--- src/rtl/rotate_seq_ctrl_pkg.sv ---
// rotate_seq_ctrl_pkg
// Shared definitions for the sequential rotate controller: the FSM state
// encoding, the rotate-direction codes and the default word/count widths.
// Ports: none (package).
package rotate_seq_ctrl_pkg;

    localparam int N_DEF = 16;
    localparam int C_DEF = 4;

    localparam logic DIR_RIGHT = 1'b0;
    localparam logic DIR_LEFT  = 1'b1;

    typedef enum logic [1:0] {
        ST_IDLE = 2'b00,
        ST_RUN  = 2'b01,
        ST_DONE = 2'b10
    } state_t;

endpackage

--- src/rtl/rotate_seq_ctrl_if.sv ---
// rotate_seq_ctrl_if
// Request/result handshake bundle between the ALU issue logic (master) and
// the sequential rotate controller (slave).
// Signals:
//   in_valid/in_ready   request handshake
//   in_data [N-1:0]     word to rotate
//   in_cnt  [C-1:0]     rotate amount
//   in_dir              0 = rotate right, 1 = rotate left
//   out_valid/out_ready result handshake
//   out_data [N-1:0]    rotated word
interface rotate_seq_ctrl_if
    import rotate_seq_ctrl_pkg::*;
#(
    parameter int N = N_DEF,
    parameter int C = C_DEF
);

    logic         in_valid;
    logic         in_ready;
    logic [N-1:0] in_data;
    logic [C-1:0] in_cnt;
    logic         in_dir;
    logic         out_valid;
    logic         out_ready;
    logic [N-1:0] out_data;

    modport master (
        output in_valid, in_data, in_cnt, in_dir, out_ready,
        input  in_ready, out_valid, out_data
    );

    modport slave (
        input  in_valid, in_data, in_cnt, in_dir, out_ready,
        output in_ready, out_valid, out_data
    );

endinterface

--- src/rtl/rotate_seq_ctrl_rot_stage.sv ---
// rot_stage
// Single shared rotate stage: rotates data_i right by 2^stage_i positions.
// Purely combinational; whether the stage result is used is decided by the
// controller.
// Ports:
//   data_i  [N-1:0]  word to rotate
//   stage_i [SW-1:0] stage index (0 .. C-1)
//   data_o  [N-1:0]  data_i rotated right by 2^stage_i
module rot_stage #(
    parameter int N  = 16,
    parameter int C  = 4,
    parameter int SW = (C > 1) ? $clog2(C) : 1
) (
    input  logic [N-1:0]  data_i,
    input  logic [SW-1:0] stage_i,
    output logic [N-1:0]  data_o
);

    logic [C-1:0] amt;

    // 2^stage always fits in C bits because stage never exceeds C-1.
    always_comb begin
        amt = {{(C-1){1'b0}}, 1'b1} << stage_i;
    end

    // Output bit i takes input bit (i + amt) mod N, which is a right rotate.
    always_comb begin
        data_o = '0;
        for (int i = 0; i < N; i++) begin
            data_o[i] = data_i[(i + int'(amt)) % N];
        end
    end

endmodule

--- src/rtl/rotate_seq_ctrl.sv ---
// rotate_seq_ctrl
// Multi-cycle rotate controller. A request is latched in IDLE, then one
// count bit is applied per cycle (MSB first) through a single shared
// rot_stage, and the result is offered with a valid/ready handshake.
// Left rotates are converted at accept time into the equivalent right
// rotate by (N - cnt) mod N, so the datapath only ever rotates right.
// Ports:
//   clk    system clock, rising edge
//   rst_n  asynchronous active-low reset
//   bus    rotate_seq_ctrl_if.slave (request and result handshakes)
//   busy   high while in RUN or DONE
// Configuration:
//   ROT_SKIP_ZERO_EN  when defined, RUN visits only stages whose count bit
//                     is set, and a zero count goes straight to DONE.
//                     Results are identical; only latency changes.
module rotate_seq_ctrl
    import rotate_seq_ctrl_pkg::*;
#(
    parameter int N = N_DEF,
    parameter int C = C_DEF
) (
    input  logic                  clk,
    input  logic                  rst_n,
    rotate_seq_ctrl_if.slave      bus,
    output logic                  busy
);

    localparam int SW = (C > 1) ? $clog2(C) : 1;

    state_t        state_q, state_d;
    logic [N-1:0]  acc_q,   acc_d;
    logic [C-1:0]  cnt_q,   cnt_d;
    logic [SW-1:0] stage_q, stage_d;
    logic [N-1:0]  out_q,   out_d;

    logic [N-1:0]  stage_data;
    logic [C-1:0]  eff_cnt;

    rot_stage #(
        .N  (N),
        .C  (C),
        .SW (SW)
    ) u_rot_stage (
        .data_i  (acc_q),
        .stage_i (stage_q),
        .data_o  (stage_data)
    );

    // Left by k equals right by (N - k) mod N; with N = 2^C that is just
    // the C-bit two's complement negation of the count.
    always_comb begin
        eff_cnt = (bus.in_dir == DIR_LEFT) ? ({C{1'b0}} - bus.in_cnt) : bus.in_cnt;
    end

`ifdef ROT_SKIP_ZERO_EN
    logic [SW:0] nxt_stage;

    // Returns {found, index} of the highest set bit of bits below index lim.
    function automatic logic [SW:0] highest_set_below(input logic [C-1:0] bits,
                                                      input int           lim);
        logic [SW:0] res;
        res = '0;
        for (int i = 0; i < C; i++) begin
            if (i < lim && bits[i]) begin
                res = {1'b1, SW'(i)};
            end
        end
        return res;
    endfunction
`endif

    always_ff @(posedge clk or negedge rst_n) begin
        if (!rst_n) begin
            state_q <= ST_IDLE;
            acc_q   <= '0;
            cnt_q   <= '0;
            stage_q <= '0;
            out_q   <= '0;
        end else begin
            state_q <= state_d;
            acc_q   <= acc_d;
            cnt_q   <= cnt_d;
            stage_q <= stage_d;
            out_q   <= out_d;
        end
    end

    // out_d is only loaded on the transition into DONE, so the result
    // register holds its last value through DONE and the following IDLE.
    always_comb begin
        state_d = state_q;
        acc_d   = acc_q;
        cnt_d   = cnt_q;
        stage_d = stage_q;
        out_d   = out_q;
`ifdef ROT_SKIP_ZERO_EN
        nxt_stage = '0;
`endif

        case (state_q)
            ST_IDLE: begin
                if (bus.in_valid) begin
                    acc_d = bus.in_data;
                    cnt_d = eff_cnt;
`ifdef ROT_SKIP_ZERO_EN
                    nxt_stage = highest_set_below(eff_cnt, C);
                    if (nxt_stage[SW]) begin
                        stage_d = nxt_stage[SW-1:0];
                        state_d = ST_RUN;
                    end else begin
                        stage_d = '0;
                        out_d   = bus.in_data;
                        state_d = ST_DONE;
                    end
`else
                    stage_d = SW'(C - 1);
                    state_d = ST_RUN;
`endif
                end
            end

            ST_RUN: begin
                if (cnt_q[stage_q]) begin
                    acc_d = stage_data;
                end
`ifdef ROT_SKIP_ZERO_EN
                nxt_stage = highest_set_below(cnt_q, int'(stage_q));
                if (nxt_stage[SW]) begin
                    stage_d = nxt_stage[SW-1:0];
                end else begin
                    out_d   = acc_d;
                    state_d = ST_DONE;
                end
`else
                if (stage_q == '0) begin
                    out_d   = acc_d;
                    state_d = ST_DONE;
                end else begin
                    stage_d = stage_q - SW'(1);
                end
`endif
            end

            ST_DONE: begin
                if (bus.out_ready) begin
                    state_d = ST_IDLE;
                end
            end

            default: begin
                state_d = ST_IDLE;
            end
        endcase
    end

    // All handshake outputs decode straight from the state register, so an
    // asynchronous reset drops out_valid immediately.
    assign bus.in_ready  = (state_q == ST_IDLE);
    assign bus.out_valid = (state_q == ST_DONE);
    assign bus.out_data  = out_q;
    assign busy          = (state_q != ST_IDLE);

endmodule

--- src/flat_wrapper.sv ---
// flat-port wrapper written by rule: the top's interface ports become plain ports
module rotate_seq_ctrl_flat import rotate_seq_ctrl_pkg::*;
#(
    parameter int N = N_DEF,
    parameter int C = C_DEF
)
  (clk, rst_n, busy, bus_in_valid, bus_in_data, bus_in_cnt, bus_in_dir, bus_out_ready, bus_in_ready, bus_out_valid, bus_out_data);
  rotate_seq_ctrl_if #(.N(N), .C(C)) bus_i ();
  input  logic clk;
  input  logic rst_n;
  output logic busy;
  input wire logic [$bits(bus_i.in_valid)-1:0] bus_in_valid;
  input wire logic [$bits(bus_i.in_data)-1:0] bus_in_data;
  input wire logic [$bits(bus_i.in_cnt)-1:0] bus_in_cnt;
  input wire logic [$bits(bus_i.in_dir)-1:0] bus_in_dir;
  input wire logic [$bits(bus_i.out_ready)-1:0] bus_out_ready;
  output wire logic [$bits(bus_i.in_ready)-1:0] bus_in_ready;
  output wire logic [$bits(bus_i.out_valid)-1:0] bus_out_valid;
  output wire logic [$bits(bus_i.out_data)-1:0] bus_out_data;
  assign bus_i.in_valid = bus_in_valid;
  assign bus_i.in_data = bus_in_data;
  assign bus_i.in_cnt = bus_in_cnt;
  assign bus_i.in_dir = bus_in_dir;
  assign bus_i.out_ready = bus_out_ready;
  assign bus_in_ready = bus_i.in_ready;
  assign bus_out_valid = bus_i.out_valid;
  assign bus_out_data = bus_i.out_data;
  rotate_seq_ctrl #(.N(N), .C(C)) u_core (.clk(clk), .rst_n(rst_n), .bus(bus_i), .busy(busy));
endmodule
--- config.mk ---
export PLATFORM = sky130hd
export DESIGN_NAME = rotate_seq_ctrl_flat
export DESIGN_NICKNAME = d
export VERILOG_FILES = /design/src/rtl/rotate_seq_ctrl_pkg.sv /design/src/rtl/rotate_seq_ctrl_if.sv /design/src/rtl/rotate_seq_ctrl_rot_stage.sv /design/src/rtl/rotate_seq_ctrl.sv /design/src/flat_wrapper.sv
export SDC_FILE = /design/constraint.sdc
export NUM_CORES = 1
export LEC_CHECK = 0
export CORE_UTILIZATION = 50
export DETAILED_ROUTE_END_ITERATION = 12
export PLACE_DENSITY = 0.71
export SLEW_MARGIN = 20
export SYNTH_ARGS = -nofsm -noshare
export SYNTH_HDL_FRONTEND = slang
export SYNTH_SLANG_ARGS = --single-unit
export TNS_END_PERCENT = 5
--- constraint.sdc ---
create_clock -name clk -period 4 [get_ports clk]
set_clock_uncertainty 0.15 [all_clocks]
set_input_delay 0.4 -clock clk [delete_from_list [all_inputs] [get_ports clk]]
set_output_delay 0.4 -clock clk [all_outputs]
set_load 0.03 [all_outputs]
=== After elaboration in Yosys (flattened, before gate mapping) ===
Cells that the tools add are included.

* $add $sub $neg: 17
* Magnitude comparators: 17
* Equality and inequality tests: 6
* Shift operators: 1
* Muxes and demuxes: 60
* Bitwise logic cells: 15
* Reduce and logical (&&, ||, !) cells: 24

{| class="wikitable"
|+ Operator list
! cell !! count
|-
| $lt 5x6->1 const B || 15
|-
| $bmux 1 s4 || 16
|-
| $reduce_or 4->1 || 15
|-
| $add 4x4->4 const A || 8
|-
| $mux 1 || 32
|-
| $mux 16 || 2
|-
| $pmux 16 s2 || 1
|-
| $add 3x4->4 const A || 4
|-
| $and 1x1->1 const A || 15
|-
| $mux 2 || 5
|-
| $add 2x4->4 const A || 2
|-
| $ne 2x2->1 const B || 3
|-
| $pmux 2 s3 || 1
|-
| $reduce_and 2->1 || 3
|-
| $reduce_and 3->1 || 2
|-
| $lt 4x5->1 const B || 1
|-
| $add 1x4->4 const A || 1
|-
| $logic_not 2->1 || 2
|-
| $mux 4 || 1
|-
| $pmux 2 s2 || 1
|-
| $reduce_bool 2->1 || 2
|-
| $shl 1x2->4 const A || 1
|-
| $sub 1x4->4 const A || 1
|-
| $lt 2x3->1 const B || 1
|-
| 5 further kinds || 5
|}

* Register bits after elaboration: 40
* Output and inout port bits: 19

=== Logic depth before layout (Yosys ltp) ===
* Depth after elaboration: 9
* Mapped depth: 9
* Mapped depth without buffers: 6

=== Cells and area by module ===
Synthesis repeated with hierarchy kept, for this count alone.

* Cell total of the unflattened synthesis: 244
* Area, all modules: 2955.3 µm²

{| class="wikitable"
|+ By module, submodules not included
! module !! instances !! cells each !! area each (µm²)
|-
| rotate_seq_ctrl || 1 || 183 || 1955.6
|-
| rot_stage || 1 || 61 || 999.7
|}

=== Least setup slack after synthesis ===
No wires, ideal clock.

* Path kind: reg-to-reg
* From: register u_core.stage_q[0]
* To: register u_core.out_q[3], in the netlist u_core.bus.out_data[3]
* Library setup time: 0.142 ns
* Arrival time: 2.314 ns
* Slack: 1.393 ns
* Stages on the path, launching flop included: 8
* Path buffers: 1
* Clock period less this slack: 2.607 ns
* Cell sequence: dfrtp_1 -> inv_1 -> ha_1 -> buf_6 -> xnor2_1 -> mux4_1 -> mux2i_1 -> o221ai_1

* Longest elaborated chain between the ends: 6

{| class="wikitable"
|+ RTL lines
! item !! line !! source
|-
| from (decl) || rotate_seq_ctrl.sv:33 || <nowiki>logic [SW-1:0] stage_q, stage_d;</nowiki>
|-
| from (signal assigned) || rotate_seq_ctrl.sv:83 || <nowiki>stage_q <= stage_d;</nowiki>
|-
| $shl 1x2->4 || rotate_seq_ctrl_rot_stage.sv:23 || <nowiki>amt = {{(C-1){1'b0}}, 1'b1} << stage_i;</nowiki>
|-
| $add 2x4->4 || rotate_seq_ctrl_rot_stage.sv:30 || <nowiki>data_o[i] = data_i[(i + int'(amt)) % N];</nowiki>
|-
| $bmux 1 s4 || rotate_seq_ctrl_rot_stage.sv:30 ||
|-
| $mux 1 (not written as such) (2 in a row) || rotate_seq_ctrl_rot_stage.sv:30 ||
|-
| $mux 16 || rotate_seq_ctrl.sv:123 || <nowiki>if (cnt_q[stage_q]) begin</nowiki>
|-
| to (signal assigned) || rotate_seq_ctrl.sv:84 || <nowiki>out_q <= out_d;</nowiki>
|-
| to (decl) || rotate_seq_ctrl.sv:34 || <nowiki>logic [N-1:0] out_q, out_d;</nowiki>
|}

Several ways; a longest one is shown, not always the timed one. The select of a mux whose other input is x is not followed.
A chain may end at the register's enable or synchronous reset.

=== Worst setup path in the final report ===
* From: register u_core.stage_q[0]
* To: register u_core.acc_q[3]

* Longest elaborated chain between the ends: 7

{| class="wikitable"
|+ RTL lines
! item !! line !! source
|-
| $shl 1x2->4 || rotate_seq_ctrl_rot_stage.sv:23 ||
|-
| $add 2x4->4 || rotate_seq_ctrl_rot_stage.sv:30 ||
|-
| $bmux 1 s4 || rotate_seq_ctrl_rot_stage.sv:30 ||
|-
| $mux 1 (not written as such) (2 in a row) || rotate_seq_ctrl_rot_stage.sv:30 ||
|-
| $mux 16 * || rotate_seq_ctrl.sv:123 ||
|-
| $pmux 16 s2 * || rotate_seq_ctrl.sv:100 || <nowiki>case (state_q)</nowiki>
|-
| to (signal assigned) || rotate_seq_ctrl.sv:75 || <nowiki>acc_q <= '0;</nowiki>
|-
| to (signal assigned) || rotate_seq_ctrl.sv:81 || <nowiki>acc_q <= acc_d;</nowiki>
|-
| to (decl) || rotate_seq_ctrl.sv:31 || <nowiki>logic [N-1:0] acc_q, acc_d;</nowiki>
|}

Mark *: on every way between the ends. The rest lies on a longest branch, timed or not. The select of a mux whose other input is x is not followed.

==> summary.txt <==
Run status
  • Status: finished clean

Finish
  • Ant. Diodes: 0
  • Area taken by multi-input logic gates: just over 2000 um2
  • Area Overhead vs Synth: 15.39%
  • FILL cells: 500
  • Layout net count: 359
  • Post-route cell area: 3715 um2
  • Register area: 1001 um2
  • Share of layout cells above drive strength 1: 14.46%

Synthesis
  • Top-count cell post-synth: dfrtp_1
  • EDFF count, synth: 0
  • Post-Syn Area: 3219 um2
  • Synth area leaders: dfrtp_1 (31%), mux4_2 (14%), mux4_1 (8.2%)
  • Ys Warns: 0
  • Mean Syn Cell Area: 10.80 um2
  • Yosys cell types: 40
  • Sequential fraction of the synthesis area: 31.09%
  • Yosys top cell by area: dfrtp_1
  • Yosys reg bits: 40
  • Yosys top cell area share: 31.09%
  • Syn Inst Count: 298
  • Mapped Nets: 332
  • Synth async-reset ratio: 100.0%
  • Synth cell count leaders: dfrtp_1 (40), nand2_1 (26), o21ai_0 (22), mux4_2 (20), clkbuf_1 (19)
  • Ys flop type: dfrtp_1

Clock network
  • Clock latency on the worst-skew pair: 0.30 ns
  • CTS Sinks: 40
  • Clock-pin slew on the worst setup and hold paths: 0.08 ns
  • Clock tree buffer depth: 2
  • Post-CTS setup buffer count: 0
  • Post-cts sizing count: 0
  • CTS tree: yes
  • Root Buffer Master: clkbuf_8
  • Hold buffer count at cts: 0
  • TritonCTS buffer count: 5
  • H-tree depth: 2

Placed design
  • Area after DPL: between 3000 and 4000 um2
  • RePlAce Congestion: 0.8833
  • Final HPWL from detailed placement: 5.782 mm
  • Port Buffers: 43

Detailed routing
  • DRC errors left: 0
  • Avg WL per Cell: just over 20 um
  • ANT nets after route: 0
  • DR iter-0 viols: 244
  • WL final: 8.192 mm
  • Routed vias: 2,657
  • Via density per instance: 6.643
  • DRT Pass-1 Iters: 4

STA
  • RSZ-0062 raised after global routing: no
  • Period utilisation layout: roughly three quarters
  • Final setup TNS: 0 ns
  • Fmax: 325.0 MHz
  • Slew Limit Headroom: 25.60%
  • Final hold violations: 0
  • Min cycle time layout: 3.077 ns
  • Final slew viol count: 0
  • Slew @ Worst Pin: 1.114 ns
  • Final Setup Violations: 0

Floorplan
  • Height of the die: 82.24 um
  • Die width: 82.24 um
  • Total I/O pin count: 44
  • Core ar.: 6061 um2
  • Row cnt: 28
  • Effective utilization at floorplan: 53.12%
  • Die area: 6763 um2

Critical path
  • WP data required: 3.99 ns
  • Crit. End Element: flop
  • Critical Path AT: 3.06 ns
  • Critical path class: flop to flop
  • Crit Path Max Fanout: 16
  • CP Launch Type: flop

Power
  • PD cells: 975.2 nW/um2
  • Clock power frac: 7.4%
  • Internal: 0.001916 W
  • Combinational power share: between 60 and 70%
  • Peak supply drop: 519.0 uV
  • Sw Ratio: 47.10%
  • Sequential group share of total power: 24.7%
  • Leak Pwr: approximately 1.5 nW
  • Psw: around 0.0017 W

Min path
  • Worst min-delay path class: primary input to asynchronous set/reset pin

GRT
  • Number of global-route vias before repair: 2,558
  • Initial antenna violation count: 0
  • Gr ovfl total: 0
  • First-pass GRT wire length: 13.50 mm
  • GR Util All Layers: 27.09%
  • Largest net degree at the start of global routing: 41

Flow run
  • Max Cap Viol: 0
registers in the layout (all words and copies together) (netlist names):
name / count
u_core.acc_q: 16
u_core.bus.out_data: 16
u_core.stage_q: 2
u_core.cnt_q: 4
u_core.state_q: 2
power groups by stage:
stage / clock network (W) / registers (W) / logic (W)
floorplan: 0 / 0.000908 / 0.00181
global placement: 0 / 0.000881 / 0.00239
detailed placement: 0 / 0.000892 / 0.00245
CTS: 0.000272 / 0.000886 / 0.00246
global route: 0.000284 / 0.000930 / 0.00267
finish: 0.000268 / 0.000896 / 0.00246
per-stage QoR:
| step | setup WS, ns | util, % | cells | hold slack (ns) | power [W] |
|---|---|---|---|---|---|
| after floorplan | 1.393 | - | 298 | -0.04559 | 0.002722 |
| after global placement | 1.059 | 60.01 | 393 | 0.3124 | 0.003274 |
| after detailed placement | 0.9458 | 60.01 | 393 | 0.3290 | 0.003338 |
| after CTS | 0.9074 | 61.29 | 400 | 0.1081 | 0.003613 |
| after global routing | 0.6004 | 61.29 | 400 | 0.1546 | 0.003882 |
| final | 0.9233 | 61.29 | 400 | 0.07746 | 0.003623 |
critical path, stage by stage (launching register included):
cell and delay, ns:
dfrtp_1 0.50, inv_1 0.16, ha_1 0.46, xnor2_1 0.64, mux4_1 0.64, mux2i_1 0.22
o221ai_1 0.15
cell usage in the layout (no fill, tap or decap), types with 3 or more instances in the layout:
cell             netlist  routed
a21oi_1               10      10
a221o_1                6       6
a2bb2oi_1              7       7
a31oi_1                4       4
buf_4                  0       3
clkbuf_8               0       5
clkdlybuf4s50_1        0      42
dfrtp_1               40      40
ha_1                   9       9
inv_1                 14      14
mux2_2                16      16
mux2i_1               14      14
mux4_1                10      10
mux4_2                20      20
nand2_1               26      26
nand2b_1               3       3
nand3_1                8       8
nor2_1                11      11
nor2b_1               10      10
nor3_1                 3       3
o2111ai_1             10      10
o21ai_0               22      22
o221ai_1               8       8
xnor2_1                3       3
layer usage:
metal | up-vias | GRT usage (%) | wire (um)
met5 | - | 0 | 0
met4 | 0 | 8.070 | 101
met3 | 11 | 6.374 | 731
met2 | 123 | 43.06 | 3973
met1 | 1321 | 36.80 | 3386
li1 | 1202 | - | -
layout make-up:
class | count | share of cell area, %
tap | 75 | 2.526
inverter | 15 | 1.516
multi-input combinational | 217 | 54.87
sequential | 40 | 26.95
clock buffer | 6 | 1.954
timing repair buffer | 46 | 12.06
clock inverter | 1 | 0.1347
cell families (layout without fill, tap and decap cells):
family	Yosys count	count (layout)	share of synthesized area, %
AOI/OAI and AO/OA	71	71	15.39
xor gates and xnor gates	5	5	1.361
adders and majority gates	9	9	3.498
buffers and inverters	41	68	5.596
DFF	40	40	31.09
muxes	60	60	32.10
and+or+nand+nor	72	72	10.96
path summary, 6_finish.rpt:
path	slack, ns	depth (start not counted)	endpoint	from
worst max register to register	0.92	6	u_core.acc_q[3]	u_core.stage_q[0]
min in group clk	0.34	2	u_core.bus.out_data[6]	u_core.bus.out_data[6]
max in group asynchronous	3.05	1	u_core.stage_q[1]	rst_n
worst min-delay path	0.08	1	u_core.state_q[1]	rst_n
worst max-delay path	0.92	6	u_core.acc_q[3]	u_core.stage_q[0]
worst min register to register	0.34	2	u_core.bus.out_data[6]	u_core.bus.out_data[6]
Power figures use the tool's default switching activity.
